File: config.mk
export PLATFORM = sky130hd
export DESIGN_NAME = vga_timing_sequencer
export DESIGN_NICKNAME = d
export VERILOG_FILES = /design/src/rtl/vga_timing_sequencer.sv
export SDC_FILE = /design/constraint.sdc
export NUM_CORES = 1
export LEC_CHECK = 0
export BUFFER_PORTS_ARGS = -buffer_cell sky130_fd_sc_hd__buf_2
export CAP_MARGIN = 20
export CORE_ASPECT_RATIO = 1.4
export CORE_MARGIN = 10
export CORE_UTILIZATION = 64
export CTS_BUF_LIST = sky130_fd_sc_hd__clkbuf_4
export CTS_CLUSTER_DIAMETER = 150
export DETAILED_ROUTE_END_ITERATION = 10
export HOLD_SLACK_MARGIN = 0.03
export PLACE_DENSITY = 0.88
export RECOVER_POWER = 50
export SETUP_SLACK_MARGIN = 0.15
export SLEW_MARGIN = 20
export SYNTH_ARGS = -nofsm -noshare
export SYNTH_HDL_FRONTEND = slang
export SYNTH_SLANG_ARGS = --single-unit
File: constraint.sdc
create_clock -name i_clk -period 4.9 [get_ports i_clk]
set_clock_uncertainty 0.15 [all_clocks]
set_input_delay 0.49 -clock i_clk [delete_from_list [all_inputs] [get_ports i_clk]]
set_output_delay 0.49 -clock i_clk [all_outputs]
set_load 0.02 [all_outputs]
File: src/rtl/vga_timing_sequencer.sv
// Programmable VGA raster sequencer: segment FSMs drive sync/DE/coords; shadow timing bank applied at frame wrap.
// Outputs are registered one clock after the sampled enable; no backpressure, the raster free-runs while i_en is high.
module vga_timing_sequencer #(
    parameter int CNT_WIDTH     = 10,
    parameter int H_VISIBLE     = 640,
    parameter int H_FRONT_PORCH = 16,
    parameter int H_SYNC        = 96,
    parameter int H_BACK_PORCH  = 48,
    parameter int V_VISIBLE     = 480,
    parameter int V_FRONT_PORCH = 10,
    parameter int V_SYNC        = 2,
    parameter int V_BACK_PORCH  = 33,
    parameter int SYNC_ACTIVE   = 0
) (
    input  logic                 i_clk,
    input  logic                 i_rst_n,
    input  logic                 i_en,
    input  logic                 i_cfg_wr,
    input  logic [2:0]           i_cfg_addr,
    input  logic [CNT_WIDTH-1:0] i_cfg_data,
    input  logic                 i_cfg_commit,
    output logic                 o_cfg_pending,
    output logic                 o_h_sync,
    output logic                 o_v_sync,
    output logic                 o_de,
    output logic [CNT_WIDTH-1:0] o_x,
    output logic [CNT_WIDTH-1:0] o_y,
    output logic                 o_line_start,
    output logic                 o_frame_start
);
    localparam int W = CNT_WIDTH;
    localparam logic [W-1:0] ONE = W'(1);
    localparam logic SYNC_ON = (SYNC_ACTIVE != 0);

    typedef enum logic [1:0] {HS_VIS, HS_FP, HS_SYNC, HS_BP} h_state_e;
    typedef enum logic [1:0] {VS_VIS, VS_FP, VS_SYNC, VS_BP} v_state_e;

    function automatic logic [W-1:0] dflt(input int idx);
        case (idx)
            0:       return W'(H_VISIBLE);
            1:       return W'(H_FRONT_PORCH);
            2:       return W'(H_SYNC);
            3:       return W'(H_BACK_PORCH);
            4:       return W'(V_VISIBLE);
            5:       return W'(V_FRONT_PORCH);
            6:       return W'(V_SYNC);
            default: return W'(V_BACK_PORCH);
        endcase
    endfunction

    // Index of the last clock/line of a segment; a zero-length field still lasts one.
    function automatic logic [W-1:0] last_of(input logic [W-1:0] f);
        return (f == '0) ? '0 : f - ONE;
    endfunction

    logic [W-1:0] shadow_q [8];
    logic [W-1:0] active_q [8];
    logic         run_q, run_d;
    logic         pending_q, pending_d;
    h_state_e     h_q, h_d;
    v_state_e     v_q, v_d;
    logic [W-1:0] hcnt_q, hcnt_d, vcnt_q, vcnt_d;
    logic [W-1:0] x_q, x_d, y_q, y_d;
    logic         de_q, hs_q, vs_q, ls_q, fs_q;
    logic         h_last, v_last, wrap, apply;

    always_comb begin
        h_last = (hcnt_q == last_of(active_q[{1'b0, h_q}]));
        v_last = (vcnt_q == last_of(active_q[{1'b1, v_q}]));
        wrap   = run_q && i_en && (h_q == HS_BP) && h_last && (v_q == VS_BP) && v_last;
        apply  = pending_q && (wrap || !run_q);

        run_d  = i_en;
        h_d    = h_q;
        v_d    = v_q;
        hcnt_d = hcnt_q + ONE;
        vcnt_d = vcnt_q;
        x_d    = x_q + ONE;
        y_d    = y_q;
        if (!i_en || !run_q) begin
            h_d    = HS_VIS;
            v_d    = VS_VIS;
            hcnt_d = '0;
            vcnt_d = '0;
            x_d    = '0;
            y_d    = '0;
        end else if (h_last) begin
            hcnt_d = '0;
            h_d    = h_state_e'(h_q + 2'd1);
            if (h_q == HS_BP) begin
                x_d    = '0;
                y_d    = y_q + ONE;
                vcnt_d = vcnt_q + ONE;
                if (v_last) begin
                    vcnt_d = '0;
                    v_d    = v_state_e'(v_q + 2'd1);
                    if (v_q == VS_BP) y_d = '0;
                end
            end
        end

        // A commit landing on the apply edge re-arms for the next frame.
        if (apply)             pending_d = i_cfg_commit;
        else if (i_cfg_commit) pending_d = 1'b1;
        else                   pending_d = pending_q;
    end

    always_ff @(posedge i_clk or negedge i_rst_n) begin
        if (!i_rst_n) begin
            for (int i = 0; i < 8; i++) begin
                shadow_q[i] <= dflt(i);
                active_q[i] <= dflt(i);
            end
            run_q     <= 1'b0;
            pending_q <= 1'b0;
            h_q       <= HS_VIS;
            v_q       <= VS_VIS;
            hcnt_q    <= '0;
            vcnt_q    <= '0;
            x_q       <= '0;
            y_q       <= '0;
            de_q      <= 1'b0;
            hs_q      <= ~SYNC_ON;
            vs_q      <= ~SYNC_ON;
            ls_q      <= 1'b0;
            fs_q      <= 1'b0;
        end else begin
            for (int i = 0; i < 8; i++) begin
                if (apply) active_q[i] <= shadow_q[i];
            end
            if (i_cfg_wr) shadow_q[i_cfg_addr] <= i_cfg_data;
            run_q     <= run_d;
            pending_q <= pending_d;
            h_q       <= h_d;
            v_q       <= v_d;
            hcnt_q    <= hcnt_d;
            vcnt_q    <= vcnt_d;
            x_q       <= x_d;
            y_q       <= y_d;
            de_q      <= run_d && (h_d == HS_VIS) && (v_d == VS_VIS);
            hs_q      <= (run_d && (h_d == HS_SYNC)) ? SYNC_ON : ~SYNC_ON;
            vs_q      <= (run_d && (v_d == VS_SYNC)) ? SYNC_ON : ~SYNC_ON;
            ls_q      <= run_d && (x_d == '0);
            fs_q      <= run_d && (x_d == '0) && (y_d == '0);
        end
    end

    assign o_cfg_pending = pending_q;
    assign o_h_sync      = hs_q;
    assign o_v_sync      = vs_q;
    assign o_de          = de_q;
    assign o_x           = x_q;
    assign o_y           = y_q;
    assign o_line_start  = ls_q;
    assign o_frame_start = fs_q;
endmodule

After elaboration in Yosys (flattened, before gate mapping)
Index checks and enable logic that the tools add are counted.
Widths: inputs -> output; s select.
{ "word_totals": {"register_bits": 211, "out_inout_bits": 26} }
{ "op_classes": {"add_sub_neg": 8, "n_lt_le_gt_ge": 4, "eq_ne": 6, "muxes": 35, "n_bitwise": 3, "n_reduce_logical": 27} }
{ "ops": {"columns": ["cell", "n"], "rows": [
  ["$mux 10", 21],
  ["$bwmux 80", 1],
  ["$bmux 10 s3", 2],
  ["$add 10x1->10 const B", 4],
  ["$logic_not 10->1", 4],
  ["$demux 10 s3", 1],
  ["$eq 10x10->1", 2],
  ["$sub 10x1->10 const B", 2],
  ["$logic_and 1x1->1", 13],
  ["$ge 4x4->1 const B", 3],
  ["$mux 2", 6],
  ["$eq 2x2->1 const B", 4],
  ["$not 3->4", 2],
  ["$reduce_bool 2->1", 3],
  ["$add 2x1->2 const B", 2],
  ["$logic_not 2->1", 2],
  ["$lt 4x1->1 const B", 1],
  ["$mux 1", 4],
  ["$not 2->4", 1],
  ["$logic_not 1->1", 2],
  ["$logic_or 1x1->1", 2],
  ["$reduce_and 2->1", 1]
]} }

Depth between registers and ports, before layout
{ "logic_depth": {"depth_word": 14, "depth_mapped": 16, "depth_no_buf": 14} }

Least setup slack after synthesis
Ideal clock, no wire load.
{ "synth_path": {"path_type": "register -> register", "start": "register v_q[0]", "end": "register active_q[22] in the netlist's numbering", "setup_ns": 0.128, "arrival_time_ns": 3.723, "required_ns": 4.622, "path_slack_ns": 0.899, "stages_incl_launch_ff": 17, "n_path_buf": 3, "cell_sequence": "dfrtp_1 buf_2 mux4_2 inv_1 ha_1 nand4b_1 a211oi_1 mux2i_1 o22ai_1 nand2b_1 nor4_2 buf_2 nand3_1 nand2_1 nand2_4 buf_6 mux2_1"} }
{ "synth_between": {"elab_chain_cells": 10} }
{ "synth_rtl": {"columns": ["item", "line", "rtl"], "rows": [
  ["from (decl)", "61", "v_state_e v_q, v_d;"],
  ["from (signal assigned)", "135", "v_q <= v_d;"],
  ["$not 3->4 (not written as such)", "69", "v_last = (vcnt_q == last_of(active_q[{1'b1, v_q}]));"],
  ["$bmux 10 s3", "69", null],
  ["$mux 10 (not written as such) (2 in a row)", "69", null],
  ["$sub 10x1->10 or $logic_not 10->1 (tied branches)", "53", "return (f == '0) ? '0 : f - ONE;"],
  ["$mux 10", "53", null],
  ["$eq 10x10->1", "69", null],
  ["$logic_and 1x1->1 (*)", "70", "wrap = run_q && i_en && (h_q == HS_BP) && h_last && (v_q == VS_BP) && v_last;"],
  ["$logic_or 1x1->1 (*)", "71", "apply = pending_q && (wrap || !run_q);"],
  ["$logic_and 1x1->1 (*)", "71", null],
  ["to (signal, indexed assignment)", "112", "active_q[i] <= dflt(i);"],
  ["to (signal, indexed assignment)", "129", "if (apply) active_q[i] <= shadow_q[i];"],
  ["to (decl)", "57", "logic [W-1:0] active_q [8];"]
]} }
Every way passes the cells marked *; elsewhere a longest branch is shown, timed or not. The select of a mux whose other input is x is not followed.
A chain may end at the register's enable or synchronous reset.

Worst setup path after layout
{ "layout_path": {"start": "register v_q[0]", "end": "register active_q[1] in the netlist's numbering"} }
The elaborated chain is that of the path after synthesis.

==> impl_metrics.tcl <==
set metrics [dict create \
    core_area_mm2 0.0160 \
    routed_wl_mm 21.8 \
    gp_congestion 0.885 \
    setup_viol_count_final 0 \
    ant_nets 0 \
    overflow 0 \
    hold_depth 2 \
    worstPathRequired_ps 5280 \
    mostFrequentLayoutCell "dfrtp_1" \
    start_util_pct 64.8 \
    area_growth_syn_to_layout_pct 11.0 \
    min_from "i_cfg_data[4]" \
    dieHeight_um 171 \
    synth_edf_count 0 \
    reg2regPathDepth 15 \
    postSynthCellCount 788 \
    numCtsBuffers 51 \
    cp_max_fo 40 \
    violations "max-capacitance violations, max-slew violations" \
    rrSetupSlack_ps 390 \
    worst_slew_pin_slew_ps 2180 \
    cap_violations 3 \
    grt_usage_pct 19.6 \
    finalCriticalPeriod_ps 4510 \
    dieArea_mm2 0.0218 \
    synth_area_per_cell_um2 13.2 \
    syn_area_mm2 0.0104 \
    netlist.area_leader.share_pct 42.7 \
    crit-reg2reg-launch "v_q[0]" \
    p_total_mw 4.91 \
    yosys.area.top_type "dfrtp_1" \
    num_rows 55 \
    io_pins 44 \
    cp-end-kind "flop" \
    async_reset_ff_share_pct 100 \
    clk_pin_slew_ps 70 \
    layout_common_cells "dfrtp_1, mux2_2, mux2_4, clkbuf_4, nor2_1" \
    drc 0 \
    fin_crit_sh_pct 92.1 \
    p_leak_nw 5.12 \
    hold_viol 0 \
    synth_warnings 0 \
    max-slew-margin-rel_pct -45.5 \
    insertion_delay_ps 670 \
    dp_hpwl_mm 14.3 \
    via_count 6828 \
    drt_iter0_drc 549 \
    slew_viol_final 116 \
    yosysSeqAreaShare_pct 51.3 \
    drive_gt1_share_pct 39.1 \
    r2r-end "active_q[1]" \
    cts_max_level 2 \
    grt_max_degree 134 \
    synth_fp_nets 814 \
    rsz0062_at_grt "no" \
    setup.worst_path.start_class "flop" \
    max_freq_ghz 0.222 \
    port_buffers 43 \
    cts-root-buf "clkbuf_4" \
    first_pass_iters 5 \
    cts_tree "yes" \
    status "finished with violations" \
    peakVddDrop_mv 0.235 \
    ys_types 72 \
    fin_nets 901 \
    die_w_um 128 \
    grt_pass1_vias 7131 \
    ys_ff_latch 211 \
    wl_per_cell_um 19.5 \
    holdPathEnd "shadow_q[4]" \
    clock_path_buffers 3 \
    hold_path_class "in2reg" \
    synth_area_leaders "dfrtp_1, mux2_4, mux2_2" \
    antenna_found_initial 1 \
    vias_per_cell 6.11 \
    power_density_mw_per_mm2 426 \
    cts_num_sinks 211 \
    synth-main-ff-cell "dfrtp_1" \
    crit_type "reg2reg" \
    cp.arrival_ps 4900 \
    grt_pass1_wl_mm 35.3 \
    tns_ps 0 \
    holdWs_ps 74.7 \
]
## flip-flops by register name, summed over array words and instances (netlist names)
name	cells
active_q	80
shadow_q	80
hcnt_q	10
o_x	10
o_y	10
vcnt_q	10
h_q	2
v_q	2
o_cfg_pending	1
o_de	1
o_frame_start	1
o_h_sync	1
o_line_start	1
o_v_sync	1
run_q	1
## worst max-delay path by stage
| stage | startpoint | to | slack, ps | cells past startpoint |
|---|---|---|---|---|
| 2_1_floorplan | v_q[0] | active_q[22] | 900 | 16 |
| 3_3_place_gp | v_q[0] | active_q[66] | 450 | 15 |
| 3_5_place_dp | v_q[0] | active_q[33] | 400 | 15 |
| 4_1_cts | v_q[0] | active_q[33] | 380 | 15 |
| 5_1_grt | v_q[0] | active_q[22] | 160 | 15 |
| 6_report | v_q[0] | active_q[1] | 390 | 15 |
## cell families (layout without fill, tap and decap cells)
group	count (synthesis)	count (layout)	synth area share [%]
other	0	1	0
AND/OR/NAND/NOR	200	200	10.7
multiplexers	192	192	25.5
AO/OA/AOI/OAI	89	89	5.69
flip-flops	211	211	51.3
XOR/XNOR	37	37	3.12
buffers and inverters	51	181	2.72
adder cells (fa/ha/maj)	8	8	0.964
## cell usage after synthesis (all sizes together) (10+ instances only)
cell	n
mux2i	10
nand4	14
nand3	23
mux4	20
mux2	162
xor2	19
xnor2	18
dfrtp	177
nor3	18
nor2	50
nand2	31
and3	14
a21oi	10
o21ai	31
inv	18
dfstp	34
buf	21
clkbuf	12
## what timing repair did
item	CTS	global route
endpoints found under the hold margin	122	0
hold buffers	6	0
setup endpoints to repair	0	90
resized for setup	0	4
buffers inserted	0	0
## routing by layer
metal	global-route usage (%)	routed length (um)	vias up
met5	0	0	-
met4	8.68	809	0
met3	4.02	1040	65
met2	33.3	11000	191
met1	23.6	8980	3461
li1	-	-	3111
## worst max-delay path, stage by stage, from the launching register on
cell and delay [ps]:
dfrtp_1 650, mux4_2 620, inv_1 80, ha_1 210, nand4b_1 280, a21oi_1 430
a32o_1 230, a22oi_1 110, nand2b_1 190, nor4_2 240, buf_4 230, nand3_1 110
nand2_1 140, nand2_4 90, clkbuf_16 280, mux2_4 340
## through the flow
step                      utilization, %  area, um2  worst slack (ps)  cells
after floorplan                        -      10400               899    788
after global placement              67.2      10800               447   1013
after detailed placement            67.2      10800               403   1013
after CTS                           71.7      11500               375   1115
after global routing                71.9      11500               155   1118
final                               71.9      11500               386   1118
## where the power goes
group | switching, mW | total (mW) | leakage (nW) | internal [mW]
registers | 0.228 | 2.38 | 2.57 | 2.15
clock network | 0.710 | 1.42 | 0.389 | 0.714
logic | 0.491 | 1.11 | 2.16 | 0.619
total | 1.43 | 4.91 | 5.12 | 3.49
## cell type report
type	instances	area [um2]
Clock buffer	68	510
Sequential cell	211	5320
Fill cell	1025	4500
Timing Repair Buffer	67	442
Tap cell	199	249
Clock inverter	28	148
Multi-Input combinational cell	526	4790
Inverter	18	67.6
Antenna cell	1	2.50
(Power assumes the default switching activity.)
